==> src/rtl/apb_slave_pkg.sv <==
`default_nettype none
// ============================================================================
// apb_slave_pkg : shared state encoding and wait-counter width for apb_wait_slave
// Revision: 1.0
// ============================================================================
package apb_slave_pkg;

   localparam int CNT_W = 4;

   typedef enum logic [1:0] {
      IDLE   = 2'd0,
      SETUP  = 2'd1,
      ACCESS = 2'd2
   } apb_state_t;

endpackage
`default_nettype wire

==> src/rtl/apb_slave_mem.sv <==
`default_nettype none
// ============================================================================
// apb_slave_mem : DEPTH x DW storage, synchronous write, registered read
// Revision: 1.0
// ============================================================================
module apb_slave_mem
   import apb_slave_pkg::*;
#(
   parameter int DW    = 8,
   parameter int DEPTH = 64,
   parameter int MW    = 6
)(
   input  logic          clk,
   input  logic          rst_n,
   input  logic          i_we,
   input  logic [MW-1:0] i_waddr,
   input  logic [DW-1:0] i_wdata,
   input  logic          i_re,
   input  logic          i_rzero,
   input  logic [MW-1:0] i_raddr,
   output logic [DW-1:0] o_rdata
);

   logic [DW-1:0] r_mem [DEPTH];
   logic [DW-1:0] r_rdata;

   // Storage array is deliberately not reset.
   always_ff @(posedge clk) begin
      if (i_we) begin
         r_mem[i_waddr] <= i_wdata;
      end
   end

   always_ff @(posedge clk or negedge rst_n) begin
      if (!rst_n) begin
         r_rdata <= '0;
      end else if (i_re) begin
         r_rdata <= i_rzero ? '0 : r_mem[i_raddr];
      end
   end

   assign o_rdata = r_rdata;

endmodule
`default_nettype wire

==> src/rtl/apb_wait_slave.sv <==
`default_nettype none
// ============================================================================
// apb_wait_slave : APB slave with a fixed number of PREADY wait states
// Revision: 1.0
// ============================================================================
module apb_wait_slave
   import apb_slave_pkg::*;
#(
   parameter int AW    = 9,
   parameter int DW    = 8,
   parameter int DEPTH = 64,
   parameter int WAIT  = 2
)(
   input  logic          pclk,
   input  logic          presetn,
   input  logic          psel,
   input  logic          penable,
   input  logic          pwrite,
   input  logic [AW-1:0] paddr,
   input  logic [DW-1:0] pwdata,
   output logic [DW-1:0] prdata,
   output logic          pready,
   output logic          pslverr
);

   localparam int IXW = AW - 1;
   localparam int MW  = (DEPTH > 1) ? $clog2(DEPTH) : 1;
   localparam logic [CNT_W-1:0] c_wait_load = CNT_W'(WAIT);

   apb_state_t       r_state;
   logic [CNT_W-1:0] r_cnt;
   logic             r_write;
   logic             r_err;
   logic [MW-1:0]    r_addr;
   logic [DW-1:0]    r_wdata;

   logic [IXW-1:0]   w_idx;
   logic             w_idx_err;
   logic             w_unused_sel;
   logic             w_pready;
   logic             w_capture;
   logic             w_commit;
   logic             w_rd_load;

   assign w_idx        = paddr[IXW-1:0];
   assign w_unused_sel = paddr[AW-1];
   assign w_idx_err    = (32'(w_idx) >= DEPTH);

   assign w_pready  = (r_state == ACCESS) && (r_cnt == '0);
   assign w_capture = psel && !penable && ((r_state == IDLE) || w_pready);
   assign w_commit  = w_pready && r_write && !r_err;

   // Read data must be in place for the whole completion cycle, so it is
   // loaded on the edge that enters that cycle.
   assign w_rd_load = psel && !r_write &&
                      (((r_state == SETUP) && penable && (c_wait_load == '0)) ||
                       ((r_state == ACCESS) && (r_cnt == CNT_W'(1))));

   always_ff @(posedge pclk or negedge presetn) begin
      if (!presetn) begin
         r_state <= IDLE;
         r_cnt   <= '0;
      end else begin
         case (r_state)
            IDLE: begin
               if (psel && !penable) begin
                  r_state <= SETUP;
               end
            end
            SETUP: begin
               if (!psel) begin
                  r_state <= IDLE;
               end else if (penable) begin
                  r_state <= ACCESS;
                  r_cnt   <= c_wait_load;
               end
            end
            ACCESS: begin
               if (r_cnt != '0) begin
                  if (!psel) begin
                     r_state <= IDLE;
                  end else begin
                     r_cnt <= r_cnt - 1'b1;
                  end
               end else if (psel && !penable) begin
                  r_state <= SETUP;
               end else begin
                  r_state <= IDLE;
               end
            end
            default: r_state <= IDLE;
         endcase
      end
   end

   always_ff @(posedge pclk or negedge presetn) begin
      if (!presetn) begin
         r_write <= 1'b0;
         r_err   <= 1'b0;
         r_addr  <= '0;
         r_wdata <= '0;
      end else if (w_capture) begin
         r_write <= pwrite;
         r_err   <= w_idx_err;
         r_addr  <= w_idx[MW-1:0];
         r_wdata <= pwdata;
      end
   end

   apb_slave_mem #(
      .DW    (DW),
      .DEPTH (DEPTH),
      .MW    (MW)
   ) u_mem (
      .clk     (pclk),
      .rst_n   (presetn),
      .i_we    (w_commit),
      .i_waddr (r_addr),
      .i_wdata (r_wdata),
      .i_re    (w_rd_load),
      .i_rzero (r_err),
      .i_raddr (r_addr),
      .o_rdata (prdata)
   );

   assign pready  = w_pready;
   assign pslverr = w_pready && r_err;

endmodule
`default_nettype wire

==> config.mk <==
export PLATFORM = sky130hd
export DESIGN_NAME = apb_wait_slave
export DESIGN_NICKNAME = d
export VERILOG_FILES = /design/src/rtl/apb_slave_pkg.sv /design/src/rtl/apb_slave_mem.sv /design/src/rtl/apb_wait_slave.sv
export SDC_FILE = /design/constraint.sdc
export NUM_CORES = 1
export LEC_CHECK = 0
export ABC_CLOCK_PERIOD_IN_PS = 3090
export CAP_MARGIN = 25
export CORE_ASPECT_RATIO = 1.5
export CORE_MARGIN = 2
export CORE_UTILIZATION = 30
export CTS_CLUSTER_DIAMETER = 100
export DETAILED_ROUTE_END_ITERATION = 16
export DONT_BUFFER_PORTS = 1
export GPL_TIMING_DRIVEN = 0
export HOLD_SLACK_MARGIN = 0.03
export SLEW_MARGIN = 20
export SYNTH_ARGS = -nofsm -noshare
export SYNTH_HDL_FRONTEND = slang
export SYNTH_SLANG_ARGS = --single-unit
==> constraint.sdc <==
create_clock -name pclk -period 3.09 [get_ports pclk]
set_input_delay 0.618 -clock pclk [delete_from_list [all_inputs] [get_ports pclk]]
set_output_delay 0.618 -clock pclk [all_outputs]
set_load 0.05 [all_outputs]
### Word level (Yosys, flattened, before mapping)

Memories as Yosys holds them, arrays and structs flattened.
Index checks and enable logic that the tools add are counted.

* flip-flop bits (word level): 30
* memory bits (writable): 512
* output and inout port bits: 10
* logic and storage cells: 54
* memories: 1

Memory list
* u_mem.r_mem: words 64, width 8, rd ports 1, clocked after Yosys merged registers in 0, write ports 1, RTL line apb_slave_mem.sv:24 `logic [DW-1:0] r_mem [DEPTH];`

* add/subtract/negate cells: 1
* order comparisons: 1
* equality and inequality tests: 10
* multiplexer cells: 15
* reduce and logical (&&, ||, !) cells: 19

Operator list (count)
* $mux W4: 4
* $mux W2: 5
* $logic_and A1 B1 Y1: 9
* $ge A8 B7 Y1 const B: 1
* $mux W8: 1
* $pmux W4 S2: 1
* $ne A2 B2 Y1 const B: 3
* $ne A3 B3 Y1 const B: 2
* $pmux W2 S3: 1
* $reduce_and A5 Y1: 1
* $eq A4 B1 Y1 const B: 1
* $logic_not A4 Y1: 1
* $ne A2 B1 Y1 const B: 2
* $reduce_bool A4 Y1: 1
* $sub A4 B1 Y4 const B: 1
* $logic_not A1 Y1: 3
* $mux W1: 3
* $reduce_and A3 Y1: 1
* $eq A2 B1 Y1 const B: 1
* $eq A2 B2 Y1 const B: 1
* $logic_not A2 Y1: 1
* $reduce_bool A2 Y1: 1
* $logic_or A1 B1 Y1: 1

### Depth between registers and ports, before layout

* word-level depth: 6
* gate-level depth with buffers: 10

### Modules after synthesis

A second synthesis with hierarchy kept.

* cell total of the unflattened synthesis: 1009
* area total of the unflattened synthesis: 21312.9 um2

Modules (own cells, without submodules)
* apb_slave_mem: instances 1, cells an instance 932, area an instance 20258.2 um2
* apb_wait_slave: instances 1, cells an instance 77, area an instance 1054.8 um2

### Least setup slack after synthesis

Ideal clock, no wire load.

* path type: reg-to-reg
* start point: register r_cnt[0]
* end point: memory u_mem.r_mem[60][0], enable pin
* library setup time: 371 ps
* data arrival time: 2776 ps
* required time: 2719 ps
* path slack: -57 ps
* cell stages (with the launch flop): 9
* buffers on the path: 1
* cells stage by stage: dfrtp_1 -> inv_1 -> ha_1 -> or3b_1 -> buf_6 -> nor2_1 -> and4b_1 -> nand2_1 -> nor2_1

* word-level cells in the longest chain between the ends: 6

RTL lines
* start: declaration: RTL line apb_wait_slave.sv:31 `logic [CNT_W-1:0] r_cnt;`
* start signal: assignment: RTL line apb_wait_slave.sv:75 `r_cnt <= c_wait_load;`
* start signal: assignment: RTL line apb_wait_slave.sv:83 `r_cnt <= r_cnt - 1'b1;`
* $logic_not A4 Y1: RTL line apb_wait_slave.sv:49 `assign w_pready = (r_state == ACCESS) && (r_cnt == '0);`
* $logic_and A1 B1 Y1: RTL line apb_wait_slave.sv:49
* via pready: RTL line apb_wait_slave.sv:22 `output logic pready,`
* $logic_and A1 B1 Y1 (2 in series): RTL line apb_wait_slave.sv:51 `assign w_commit = w_pready && r_write && !r_err;`
* $mux W1: RTL line apb_slave_mem.sv:29 `if (i_we) begin`
* $mux W1 (not written as such): RTL line apb_slave_mem.sv:30 `r_mem[i_waddr] <= i_wdata;`
* end: declaration: RTL line apb_slave_mem.sv:24

The timed path passes the listed nets, and every way through them passes these cells.

### Worst setup path after layout

* start point: register r_addr[1]
* end point: register u_mem.r_rdata[1], in the netlist u_mem.o_rdata[1]

* word-level cells in the longest chain between the ends: 2

RTL lines
* start: declaration: RTL line apb_wait_slave.sv:34 `logic [MW-1:0] r_addr;`
* start signal: assignment: RTL line apb_wait_slave.sv:105 `r_addr <= w_idx[MW-1:0];`
* $mem_v2 Z64 W8
* $mux W8: RTL line apb_slave_mem.sv:38 `r_rdata <= i_rzero ? '0 : r_mem[i_raddr];`
* end signal: assignment: RTL line apb_slave_mem.sv:38
* end: declaration: RTL line apb_slave_mem.sv:25 `logic [DW-1:0] r_rdata;`

No other way between the ends.
A chain may end at the register's enable or synchronous reset.

==> summary.md <==
| Metric | Value |
|---|---|
| Synth cell count leaders | `512 x edfxtp_1, 126 x mux2i_1, 90 x nor2_1` |
| Synth top area cells | `edfxtp_1 72%, mux2i_1 5.9%, dfrtp_1 3.5%` |
| Root Buffer | `clkbuf_16` |
| Most numerous cell in the Yosys netlist | `edfxtp_1` |
| Most used DFF post-synth | `edfxtp_1` |
| Max frequency | `316.3 MHz` |
| Post-synth cell types | `54` |
| Final Worst Setup Slack | `-0.07139 ns` |
| Kind of critical path | `flip-flop to flip-flop` |
| Register area share after synthesis | `75.44%` |
| Worst Tran Pin Value | `1.083 ns` |
| Post-DP Area | `22,690 um2` |
| CTS clk-pin slew, worst paths | `0.07 ns` |
| H-tree Lvls | `2` |
| Detailed-route DRC error count | `0` |
| Tot Pwr | `21.07 mW` |
| HPWL after DPL | `41.60 mm` |
| Global-route wire length before repair | `86.64 mm` |
| Final Instance Area | `25,620 um2` |
| Clk sinks | `542` |
| Share of cells above drive strength 1 | `21.31%` |
| Total wire length | `60.13 mm` |
| Syn nets | `1,331` |
| Async set-or-reset flop fraction in the synthesized netlist | `5.535%` |
| Initial antenna violation count | `4` |
| Util after Layout | `36.37%` |
| Hold Vio Cnt, Final | `0` |
| PwrDens | `822.5 nW/um2` |
| Total GRT Usage | `16.19%` |
| Via Count | `12.51k` |
| CTS tree | `built` |
| Largest net degree at the start of global routing | `66` |
| Die footprint | `73,440 um2` |
| WHS | `0.09983 ns` |
| Clk Latency, worst-skew pair | `0.58 ns` |
| CTS Buf Count | `45` |
| Place WS | `-0.9197 ns` |
| Static Leak | `8.323 nW` |
| Clk_skew | `0.02163 ns` |
| Synth Instances | `1,307` |
| Vias per inst | `5.315` |
| Register bit total from synthesis | `542` |
| Fin nets | `1,435` |
| Clock tree buffer depth | `3` |
| PortBufs | `0` |
| Iter 0 DRT Violations | `1,100` |
| Routed len/inst | `25.54 um` |
| Die Width | `221.9 um` |
| RePlAce Congestion | `0.9278` |
| Failing checks | `setup timing` |
| First-pass iteration count of the detailed router | `7` |
| Max-Cap Viols | `0` |
| ANT nets after route | `0` |
| RSZ-0062 raised after global routing | `no` |
| Post-synthesis instance area | `21,370 um2` |
| Final Max Tran Viols | `0` |
| # setup viols final | `2` |
| Share of the clock period used by the worst path | `102.3%` |
| Slew HR | `27.59%` |
| Grt ovf | `0` |
| WP data arrival | `3.60 ns` |
| Rows | `119` |
| CP Capture Type | `flip-flop` |
| Synth area leader | `edfxtp_1` |
| Top-area cell type share of the netlist area | `71.93%` |
| Crit start category | `flip-flop` |
| Core area | `70,430 um2` |
| Status | `finished with violations` |
| Die height | `330.9 um` |
| Yosys warning count | `0` |
| Synth-to-Final Area Change | `19.84%` |
| Worst-path maximum fanout | `10` |
| Number of global-route vias before repair | `12.86k` |
| Crit path time final | `3.161 ns` |
| Num ports | `32` |
| HP Class | `input pin to flip-flop` |
| Post-synth EDFFs | `512` |
| IR drop worst, VDD | `0.5202 mV` |
| Critical path data required time | `3.53 ns` |
| Syn Area/Cell | `16.35 um2` |
| Starting Density | `30.35%` |
## cells by family (layout without fill, tap and decap cells)
| group | after synthesis | in the layout | synth area share, % |
|---|---|---|---|
| AO/OA/AOI/OAI | 289 | 289 | 10.34 |
| XOR/XNOR | 2 | 2 | 0.08197 |
| adder cells (fa/ha/maj) | 2 | 2 | 0.1171 |
| buffers and inverters | 135 | 273 | 2.880 |
| flip-flops | 542 | 542 | 75.44 |
| multiplexers | 142 | 142 | 6.954 |
| other | 0 | 2 | 0 |
| AND/OR/NAND/NOR | 195 | 195 | 4.180 |
## what timing repair did
action	CTS	global route
setup buffers	40	6
pin swaps	32	6
endpoints found under the hold margin	30	0
hold buffers	2	0
resized for setup	178	16
endpoints found under the setup margin	520	191
## critical path, cell delays in order (launching register included)
cell and delay (ns):
dfrtp_1 0.42, buf_2 0.30, or2_1 0.40, buf_2 0.35
o22ai_1 0.17, o31ai_1 0.43, o2111ai_1 0.28, nor4bb_1 0.50
o21ai_0 0.15
## where the power goes
| part | switching (mW) | internal, mW | leakage (nW) |
|---|---|---|---|
| registers | 0.518 | 8.87 | 4.97 |
| clock network | 2.60 | 3.37 | 0.726 |
| logic | 3.85 | 1.86 | 2.63 |
| total | 6.97 | 14.1 | 8.32 |
## routing by layer
metal	part of all wire [%]	wire (um)	global-route usage, %	up-vias
met5	0.032	19	0	-
met4	7.4	4426	11.21	2
met3	5.2	3108	2.262	177
met2	53	32070	30.59	503
met1	34	20510	16.51	6386
li1	-	-	-	5444
## cell type report
type / instances / area (um2)
well taps: 907 / 1135
diodes: 2 / 5.005
inverters: 46 / 173.9
multi-input cells: 630 / 5278
flip-flops and latches: 542 / 16150
clock buffers: 55 / 1206
repair buffers: 60 / 895.9
plain buffers: 86 / 466.7
clock inverters: 26 / 307.8
fillers: 6519 / 44810
## flip-flops by register name, summed over array words and instances (netlist names)
signal / cells
u_mem.r_mem: 512
r_wdata: 8
u_mem.o_rdata: 8
r_addr: 6
r_cnt: 4
r_state: 2
r_err: 1
r_write: 1
## metrics by stage
stage | setup TNS (ns) | cells
after floorplan | 0 | 1307
after global placement | -318.06 | 2214
after detailed placement | -338.08 | 2221
after CTS | 0 | 2343
after global routing | 0 | 2353
final | -0.08966 | 2354
## cell usage in the layout, fill, tap and decap left out, drive strengths merged, types with 28 or more instances in the layout
master	n
a221o	52
dfrtp	30
o22ai	72
a221oi	34
o32ai	40
buf	115
edfxtp	512
nor2	90
nand2	64
clkbuf	85
mux2i	126
inv	46
a21oi	28
## worst paths after layout
kind	from	to	slack (ns)	cells after the start
worst max-delay path	r_addr[1]$_DFFE_PN0P_	u_mem.o_rdata[1]$_DFFE_PN0P_	-0.07	8
worst min-delay path	penable	r_state[0]$_DFFE_PN0P_	0.1	1
worst max register to register	r_addr[1]$_DFFE_PN0P_	u_mem.o_rdata[1]$_DFFE_PN0P_	-0.07	8
worst min register to register	r_cnt[3]$_DFFE_PN0P_	r_cnt[3]$_DFFE_PN0P_	0.59	2
max in group asynchronous	presetn	r_wdata[0]$_DFFE_PN0P_	2.27	2
min in group asynchronous	presetn	r_addr[5]$_DFFE_PN0P_	0.61	2
(Power assumes the default switching activity.)
==> variant: new RTL, same flow settings <==
Make the reset (`presetn` and `rst_n`) synchronous in 3 clocked blocks.
--- a/src/rtl/apb_slave_mem.sv
+++ b/src/rtl/apb_slave_mem.sv
@@ -31,7 +31,7 @@
       end
    end
 
-   always_ff @(posedge clk or negedge rst_n) begin
+   always_ff @(posedge clk) begin
       if (!rst_n) begin
          r_rdata <= '0;
       end else if (i_re) begin
--- a/src/rtl/apb_wait_slave.sv
+++ b/src/rtl/apb_wait_slave.sv
@@ -56,7 +56,7 @@
                       (((r_state == SETUP) && penable && (c_wait_load == '0)) ||
                        ((r_state == ACCESS) && (r_cnt == CNT_W'(1))));
 
-   always_ff @(posedge pclk or negedge presetn) begin
+   always_ff @(posedge pclk) begin
       if (!presetn) begin
          r_state <= IDLE;
          r_cnt   <= '0;
@@ -93,7 +93,7 @@
       end
    end
 
-   always_ff @(posedge pclk or negedge presetn) begin
+   always_ff @(posedge pclk) begin
       if (!presetn) begin
          r_write <= 1'b0;
          r_err   <= 1'b0;
Behaviour: not the same (a bounded check fails within 10 cycles, from zero or initial values and one cycle with presetn low; the reset may be asserted at any time).
==> variant against the original RTL <==
The run still ends with setup timing left; wire length decreased by 6.0%; final area decreased by 3.6%; setup slack improved by 52 ps; global-route usage decreased by 0.84 points; sequential cell count increased by 6; area after synthesis decreased by 0.28%; largest cell class unchanged; highest routed layer is now met4.
Power is not compared: it rests on default switching activity, and its combinational part moved more than twofold at a synthesized area within 25%.
==> variant: results (changes against the original RTL) <==
<table>
<tr><th>Metric</th><th>Value</th></tr>
<tr><th colspan="2">Status</th></tr>
<tr><td>Run status</td><td>finished with violations</td></tr>
<tr><td>Violated checks</td><td>setup timing</td></tr>
<tr><th colspan="2">STA</th></tr>
<tr><td>Setup slack after layout</td><td>-19.3 ps (+52.0 ps)</td></tr>
<tr><td>Setup clock skew after layout</td><td>31.0 ps (+9.34 ps)</td></tr>
<tr><td>Max transition margin</td><td>0.355 (+0.0790)</td></tr>
<tr><td>Number of setup violations in the final report</td><td>4 (+2)</td></tr>
<tr><th colspan="2">Synth</th></tr>
<tr><td>Compound-cell area share of the yosys netlist</td><td>0.0241 (-0.0793)</td></tr>
<tr><td>Post-synthesis area per instance</td><td>20.1 um^2 (+23%)</td></tr>
<tr><td>Synth cell count leaders</td><td>512 x sky130_fd_sc_hd__edfxtp_1, 115 x sky130_fd_sc_hd__mux4_2, 79 x sky130_fd_sc_hd__nor2_1</td></tr>
<tr><td>Main combinational cell family by area after synthesis</td><td>multiplexers</td></tr>
<tr><td>Post-Syn Nets</td><td>1086 (-18%)</td></tr>
<tr><td>Cells taking the most area after synthesis</td><td>sky130_fd_sc_hd__edfxtp_1 72%, sky130_fd_sc_hd__mux4_2 12%, sky130_fd_sc_hd__dfxtp_1 3.4%</td></tr>
<tr><td>Multiplexer share of the synthesized area</td><td>0.161 (+0.0912)</td></tr>
<tr><th colspan="2">Setup path</th></tr>
<tr><td>Crit Path Max Fanout</td><td>8 (-2)</td></tr>
<tr><td>Critical Path Slowest Stage Cell</td><td>sky130_fd_sc_hd__and3_2</td></tr>
<tr><td>Worst setup path startpoint</td><td>r_state[0]</td></tr>
<tr><td>Crit Reg-Reg Startpoint</td><td>r_state[0]</td></tr>
<tr><td>Endpoint of the lowest-slack register-to-register path</td><td>u_mem.r_mem[1][5]</td></tr>
<tr><th colspan="2">Placed design</th></tr>
<tr><td>Placed Instances</td><td>1975 (-11%)</td></tr>
<tr><td>Cell area after placement</td><td>0.0226 mm^2 (-0.50%)</td></tr>
<tr><td>Post-placement setup slack</td><td>-890 ps (+30.2 ps)</td></tr>
<tr><td>Placer's final routability congestion estimate</td><td>0.868 (-6.5%)</td></tr>
<tr><th colspan="2">Global route</th></tr>
<tr><td>Met3 routing resource usage after global routing</td><td>0.0209 (-0.00169)</td></tr>
<tr><td>GR Util All Layers</td><td>0.154 (-0.00835)</td></tr>
<tr><th colspan="2">Routing</th></tr>
<tr><td>Met2 layer wire length in the routed design</td><td>31000 um (-3.2%)</td></tr>
<tr><td>Avg Vias per Cell</td><td>5.18 (-2.5%)</td></tr>
<tr><td>Final routed wirelength across all metal layers</td><td>56500 um (-6.0%)</td></tr>
<tr><td>Number of iterations in the first detailed-routing pass</td><td>8 (+1)</td></tr>
<tr><th colspan="2">Finish</th></tr>
<tr><td>Count of inserted antenna diode cells</td><td>0 (-2)</td></tr>
<tr><td>Share of final-layout standard cells stronger than drive strength 1</td><td>0.286 (+0.0733)</td></tr>
<tr><th colspan="2">Hold path</th></tr>
<tr><td>Worst min-delay path endpoint</td><td>r_state[0]</td></tr>
</table>
-- variant: worst max-delay path, delay by kind of cell, from the launching register on --
kind	cells	cell delay [ps]
flip-flops	1	370
buffers and inverters	1	220
AND/OR/NAND/NOR	5	2220
-- variant: power groups by stage --
stage / sequential, mW / clock (mW) / combinational, mW
2_1_floorplan: 8.32 / 0 / 0.341
3_3_place_gp: 8.38 / 0 / 0.527
3_5_place_dp: 8.36 / 0 / 0.560
4_1_cts: 8.19 / 6.09 / 0.579
5_1_grt: 8.19 / 6.31 / 0.602
6_report: 8.19 / 6.01 / 0.579
-- variant: area by class of cell --
cell class	count	area, um^2
Fill cell	6532	45600
Timing Repair Buffer	9	136
Multi-Input combinational cell	452	5400
Clock buffer	64	1310
Clock inverter	18	224
Sequential cell	548	16100
Inverter	8	30.0
Buffer	53	335
Tap cell	907	1130
-- variant: through the flow --
stage	TNS (ps)	hold slack, ps
after floorplan	0	451
after global placement	-300060	479
after detailed placement	-320130	486
after CTS	-3690	76.9
after global routing	-462	80.7
final	-69.6	98.0
